===== config.mk =====
export PLATFORM = sky130hd
export DESIGN_NAME = std_countones_acc_flat
export DESIGN_NICKNAME = d
export VERILOG_FILES = /design/src/rtl/std_countones_acc_if.sv /design/src/rtl/std_countones_acc.sv /design/src/flat_wrapper.sv
export SDC_FILE = /design/constraint.sdc
export NUM_CORES = 1
export LEC_CHECK = 0
export ABC_AREA = 1
export BUFFER_PORTS_ARGS = -buffer_cell sky130_fd_sc_hd__buf_4
export CORE_ASPECT_RATIO = 0.8
export CORE_UTILIZATION = 53
export CTS_BUF_LIST = sky130_fd_sc_hd__clkbuf_4 sky130_fd_sc_hd__clkbuf_8
export DETAILED_ROUTE_END_ITERATION = 7
export PLACE_DENSITY = 0.73
export SLEW_MARGIN = 10
export SYNTH_ARGS = -nofsm -noshare
export SYNTH_HDL_FRONTEND = slang
export SYNTH_SLANG_ARGS = --single-unit

===== constraint.sdc =====
create_clock -name i_clk -period 12.85 [get_ports i_clk]
set_input_delay 0.6425 -clock i_clk [delete_from_list [all_inputs] [get_ports i_clk]]
set_output_delay 0.6425 -clock i_clk [all_outputs]
set_load 0.02 [all_outputs]

===== src/rtl/std_countones_acc_if.sv =====
`default_nettype none
// ============================================================================
// Module   : std_countones_acc_if
// Brief    : Beat-in / result-out handshake bundle for std_countones_acc.
// Revision : 1.0 - initial release
// ============================================================================
interface std_countones_acc_if #(
    parameter int W  = 32,
    parameter int CW = 16
);
    logic          i_valid;
    logic          o_ready;
    logic [W-1:0]  i_data;
    logic          i_last;
    logic          i_mode;
    logic          o_valid;
    logic          i_ready;
    logic [CW-1:0] o_count;
    logic [CW-1:0] o_beats;
    logic          o_sat;

    // The accumulator sits on the slave side.
    modport slave (
        input  i_valid, i_data, i_last, i_mode, i_ready,
        output o_ready, o_valid, o_count, o_beats, o_sat
    );

    modport master (
        output i_valid, i_data, i_last, i_mode, i_ready,
        input  o_ready, o_valid, o_count, o_beats, o_sat
    );
endinterface
`default_nettype wire


===== src/rtl/std_countones_acc.sv =====
`default_nettype none
// ============================================================================
// Module   : std_countones_acc
// Brief    : Per-packet saturating accumulator of set/clear bit counts.
// Revision : 1.0 - initial release
// ============================================================================
module std_countones_acc #(
    parameter int W  = 32,
    parameter int CW = 16
) (
    input  logic                i_clk,
    input  logic                i_rst,
    std_countones_acc_if.slave  bus
);
    localparam int C_MIN_CW = (W > 1) ? $clog2(W) + 1 : 1;

    localparam logic [1:0] S_IDLE = 2'd0;
    localparam logic [1:0] S_ACC  = 2'd1;
    localparam logic [1:0] S_OUT  = 2'd2;

    generate
        if (CW < C_MIN_CW) begin : g_bad_cw
            $error("std_countones_acc: CW too small for W");
        end
    endgenerate

    logic [1:0]    state_q, state_d;
    logic [CW-1:0] acc_q, acc_d;
    logic [CW-1:0] beats_q, beats_d;
    logic          sat_q, sat_d;
    logic [CW-1:0] count_out_q, count_out_d;
    logic [CW-1:0] beats_out_q, beats_out_d;
    logic          sat_out_q, sat_out_d;

    logic          w_accept;
    logic [W-1:0]  w_bits;
    logic [CW-1:0] w_beat_cnt;
    logic          w_open;
    logic [CW:0]   w_sum;
    logic [CW:0]   w_bsum;
    logic [CW-1:0] w_total;
    logic [CW-1:0] w_beats_tot;
    logic          w_sat_new;

    assign bus.o_ready = (state_q != S_OUT) || bus.i_ready;
    assign bus.o_valid = (state_q == S_OUT);
    assign bus.o_count = count_out_q;
    assign bus.o_beats = beats_out_q;
    assign bus.o_sat   = sat_out_q;

    assign w_accept = bus.i_valid && bus.o_ready;
    // Zero counting reuses the popcount on the inverted beat.
    assign w_bits   = bus.i_mode ? ~bus.i_data : bus.i_data;

    always_comb begin
        w_beat_cnt = '0;
        for (int i = 0; i < W; i++) begin
            w_beat_cnt = w_beat_cnt + CW'(w_bits[i]);
        end
    end

    // Only an open packet carries history; IDLE/OUT start from zero.
    assign w_open      = (state_q == S_ACC);
    assign w_sum       = {1'b0, (w_open ? acc_q : '0)} + {1'b0, w_beat_cnt};
    assign w_bsum      = {1'b0, (w_open ? beats_q : '0)} + (CW+1)'(1);
    assign w_total     = w_sum[CW]  ? {CW{1'b1}} : w_sum[CW-1:0];
    assign w_beats_tot = w_bsum[CW] ? {CW{1'b1}} : w_bsum[CW-1:0];
    assign w_sat_new   = (w_open && sat_q) || w_sum[CW] || w_bsum[CW];

    always_comb begin
        state_d     = state_q;
        acc_d       = acc_q;
        beats_d     = beats_q;
        sat_d       = sat_q;
        count_out_d = count_out_q;
        beats_out_d = beats_out_q;
        sat_out_d   = sat_out_q;
        if (w_accept) begin
            acc_d   = w_total;
            beats_d = w_beats_tot;
            sat_d   = w_sat_new;
            if (bus.i_last) begin
                state_d     = S_OUT;
                count_out_d = w_total;
                beats_out_d = w_beats_tot;
                sat_out_d   = w_sat_new;
            end else begin
                state_d = S_ACC;
            end
        end else if (state_q == S_OUT && bus.i_ready) begin
            state_d = S_IDLE;
        end
    end

    always_ff @(posedge i_clk) begin
        if (i_rst) begin
            state_q     <= S_IDLE;
            acc_q       <= '0;
            beats_q     <= '0;
            sat_q       <= 1'b0;
            count_out_q <= '0;
            beats_out_q <= '0;
            sat_out_q   <= 1'b0;
        end else begin
            state_q     <= state_d;
            acc_q       <= acc_d;
            beats_q     <= beats_d;
            sat_q       <= sat_d;
            count_out_q <= count_out_d;
            beats_out_q <= beats_out_d;
            sat_out_q   <= sat_out_d;
        end
    end
endmodule
`default_nettype wire


===== src/flat_wrapper.sv =====
// flat-port wrapper written by rule: the top's interface ports become plain ports
module std_countones_acc_flat 
#(
    parameter int W  = 32,
    parameter int CW = 16
)
  (i_clk, i_rst, bus_i_valid, bus_i_data, bus_i_last, bus_i_mode, bus_i_ready, bus_o_ready, bus_o_valid, bus_o_count, bus_o_beats, bus_o_sat);
  std_countones_acc_if #(.W(W), .CW(CW)) bus_i ();
  input  logic i_clk;
  input  logic i_rst;
  input wire logic [$bits(bus_i.i_valid)-1:0] bus_i_valid;
  input wire logic [$bits(bus_i.i_data)-1:0] bus_i_data;
  input wire logic [$bits(bus_i.i_last)-1:0] bus_i_last;
  input wire logic [$bits(bus_i.i_mode)-1:0] bus_i_mode;
  input wire logic [$bits(bus_i.i_ready)-1:0] bus_i_ready;
  output wire logic [$bits(bus_i.o_ready)-1:0] bus_o_ready;
  output wire logic [$bits(bus_i.o_valid)-1:0] bus_o_valid;
  output wire logic [$bits(bus_i.o_count)-1:0] bus_o_count;
  output wire logic [$bits(bus_i.o_beats)-1:0] bus_o_beats;
  output wire logic [$bits(bus_i.o_sat)-1:0] bus_o_sat;
  assign bus_i.i_valid = bus_i_valid;
  assign bus_i.i_data = bus_i_data;
  assign bus_i.i_last = bus_i_last;
  assign bus_i.i_mode = bus_i_mode;
  assign bus_i.i_ready = bus_i_ready;
  assign bus_o_ready = bus_i.o_ready;
  assign bus_o_valid = bus_i.o_valid;
  assign bus_o_count = bus_i.o_count;
  assign bus_o_beats = bus_i.o_beats;
  assign bus_o_sat = bus_i.o_sat;
  std_countones_acc #(.W(W), .CW(CW)) u_core (.i_clk(i_clk), .i_rst(i_rst), .bus(bus_i));
endmodule

==> run summary <==
die area: 10100 sq um
routed len/inst: 13.7 microns
crit end category: flop
CTS resizes: 0
R2R Path End: u_core.bus.o_count[2]
Syn Nets: 805
MaxCap Viol Count: 0
CTS tree: yes
Least-Margin Pin Slew: 0.887 ns
final slew viol count: 0
Tmin final: 6.75 ns
Pint: 747 uW
average vias per placed instance: 5.23
multiplexer share of the synthesized area: 0%
first drt pass iteration count: 7
DP Area: 5630 sq um
Design Power: 1470 uW
IO buf count: 72
Syn Std Cell Area: 5120 sq um
Compound-Gate Fraction of Synth Area: 12.3%
pin count of the biggest net entering global routing: 49
Area Growth Syn to Fin: 13.4%
vias in the first global route: 4412
Adder-Cell Fraction of Synth Area: 12.5%
Reg clk slew, reported paths: 0.07 ns
FF-to-FF path depth: 9
die width: 112 microns
Final Skew: 0.00548 ns
worst r2r src: u_core.state_q[0]
PwrDens: 253 nW/um^2
largest family of logic cells by synthesized area: simple AND/OR/NAND/NOR gates
Num CTS Buffers: 9
run status: complete, but fails checks
FF+latch area: 1360 sq um
Post-layout nets: 859
Rel. slew slack: 40.8%
area of the multi-input gates: 3050 sq um
fmax: 148 MHz
final wirelength: 12300 microns
GR Util All Layers: 25.5%
Final Hold Viols: 0
post-synthesis register bit count: 68
final setup violation count: 0
CP max FO: 24
design area: 5800 sq um
hold crit path type: reg2reg
sw power: 723 uW
total grt overflow: 0
Post-Synth XOR/XNOR Area: 5.99%
Seq/Total Area, Yosys: 26.6%
number of setup buffers added after CTS: 0
initial core utilization: 55.7%
CTS sink count: 68
RSZ-0062 raised after global routing: no
clk buf depth: 2
antenna-violating nets left: 0
via count: 4714
synth unique cells: 37
Hold Path End: u_core.bus.o_beats[0]
number of remaining DRC errors: 2
Synth Instances: 728
Clock Power Share: 11.1%
post-cts hold buffer count: 0
number of fill cells: 825
hold_sp: u_core.bus.o_beats[0]
Sequential Power Share: 17.0%
VDD IR max: 229 uV
CTS HTree Levels: 3
critical path type: in2reg
simple-gate area share of the yosys netlist: 28.8%
Hold Path Depth: 2
number of antenna repair diodes: 0
failing checks: DRC
Arr. time, crit path: 7.05 ns
post-route clock period utilization: 52.6%
I/O pins: 73
Root Buffer: clkbuf_8
GP Congestion: 0.934
CP Launch Type: primary input
TNS Setup: 0 ns
Rows: 31
Logic pwr share: 71.9%
ratio of cells with drive above 1 in the final layout: 17.0%
antenna violations before repair: 0
leak pwr: 0.00298 uW
syn avg cell area: 7.03 sq um
core area: 9190 sq um
CP required: 13.14 ns
Die H: 89.9 microns
YS warnings: 0
worst skew pair latency: 0.36 ns
reg-to-reg slack, setup: 9.31 ns
first-pass GRT wire length: 20700 microns
Switching Share: 49.2%
HPWL Detailed: 9030 microns
DR iter-0 viols: 302
how the worst max path moves through the flow:
stage	cells after the start	endpoint	slack, ns	from
final	22	u_core.bus.o_count[7]	6.10	bus_i_mode
after global routing	22	u_core.acc_q[2]	5.67	bus_i_mode
after CTS	22	u_core.acc_q[7]	6.09	bus_i_mode
after detailed placement	22	u_core.acc_q[2]	5.70	bus_i_mode
after global placement	22	u_core.acc_q[2]	5.87	bus_i_mode
after floorplan	25	u_core.sat_q	6.03	bus_i_mode
power by group through the flow:
stage	combinational, uW	sequential, uW	clock (uW)
finish	1060	250	163
global route	1240	252	177
CTS	1060	250	167
detailed placement	1040	255	0
global placement	994	254	0
floorplan	809	265	0
cell usage in the layout (no fill, tap or decap), drive strengths merged, types with 5 or more instances in the layout:
cell    Yosys  final
nand4      18     18
a21oi      21     21
inv       138    138
nand3      65     65
dfxtp      68     68
o21a        9      9
nor3        5      5
xor2       23     23
ha         19     19
buf        18     73
o21bai      9      9
o211ai     12     12
fa         20     20
clkbuf     12     13
nand2     107    107
o21ai      44     44
nor2      118    118
xnor2      12     12
worst max-delay path, stage by stage:
cell and delay (ns):
buf_4 0.31, xor2_1 0.23, fa_1 0.47, fa_1 0.54
fa_1 0.54, fa_1 0.54, inv_1 0.05, fa_1 0.51
fa_1 0.53, fa_1 0.47, fa_1 0.42, o21ai_0 0.23
xor2_1 0.10, ha_1 0.35, nand2_1 0.07, inv_1 0.05
nand3_1 0.07, nand2_1 0.24, nand4_4 0.30, nand3_1 0.22
nor2_1 0.05, nor2_1 0.10
sequential cells by signal, indices dropped and copies added (netlist names):
signal	flops
u_core.acc_q	16
u_core.beats_q	16
u_core.bus.o_beats	16
u_core.bus.o_count	16
u_core.state_q	2
u_core.bus.o_sat	1
u_core.sat_q	1
cells in the mapped netlist, drive strengths merged:
| cell | instances | area share, % |
|---|---|---|
| a211oi | 1 | 0.24 |
| a21oi | 21 | 2.1 |
| a31oi | 3 | 0.37 |
| and2 | 1 | 0.12 |
| buf | 18 | 2.7 |
| clkbuf | 12 | 0.88 |
| dfxtp | 68 | 27 |
| fa | 20 | 7.8 |
| ha | 19 | 4.6 |
| inv | 138 | 10 |
| nand2 | 107 | 8.5 |
| nand3 | 65 | 7.2 |
| nand4 | 18 | 2.5 |
| nor2 | 118 | 9.8 |
| nor3 | 5 | 0.49 |
| o211ai | 12 | 2.2 |
| o21a | 9 | 1.3 |
| o21ai | 44 | 4.3 |
| o21bai | 9 | 1.3 |
| o31ai | 3 | 0.44 |
| or2 | 2 | 0.24 |
| xnor2 | 12 | 2.1 |
| xor2 | 23 | 3.9 |
per-stage QoR:
stage	setup slack, ns	hold WS [ns]	utilization [%]	std cells
6_report	6.10	0.508	63.1	901
5_1_grt	5.67	0.528	63.1	901
4_1_cts	6.09	0.511	63.1	901
3_5_place_dp	5.70	0.495	61.2	886
3_3_place_gp	5.87	0.488	61.2	886
2_1_floorplan	6.03	0.489	-	728
routing by layer:
layer | up-vias | wire [microns] | global-route usage (%)
li1 | 2390 | - | -
met1 | 2171 | 5650 | 34.0
met2 | 137 | 5880 | 41.5
met3 | 16 | 655 | 5.26
met4 | 0 | 162 | 7.55
met5 | - | 0 | 0
layout make-up:
| class | instances | area share (%) |
|---|---|---|
| Clock buffer | 13 | 2.87 |
| Multi-Input combinational cell | 492 | 52.6 |
| Inverter | 138 | 9.01 |
| Clock inverter | 2 | 0.173 |
| Sequential cell | 68 | 23.5 |
| Tap cell | 115 | 2.48 |
| Timing Repair Buffer | 73 | 9.45 |
logic make-up (layout without fill, tap and decap cells):
logic type               count (synthesis)  after routing
AO/OA/AOI/OAI                          102            102
XOR/XNOR                                35             35
adder cells (fa/ha/maj)                 39             39
buffers and inverters                  168            226
flip-flops                              68             68
AND/OR/NAND/NOR                        316            316
No activity file was read; power rests on OpenSTA's default activity.
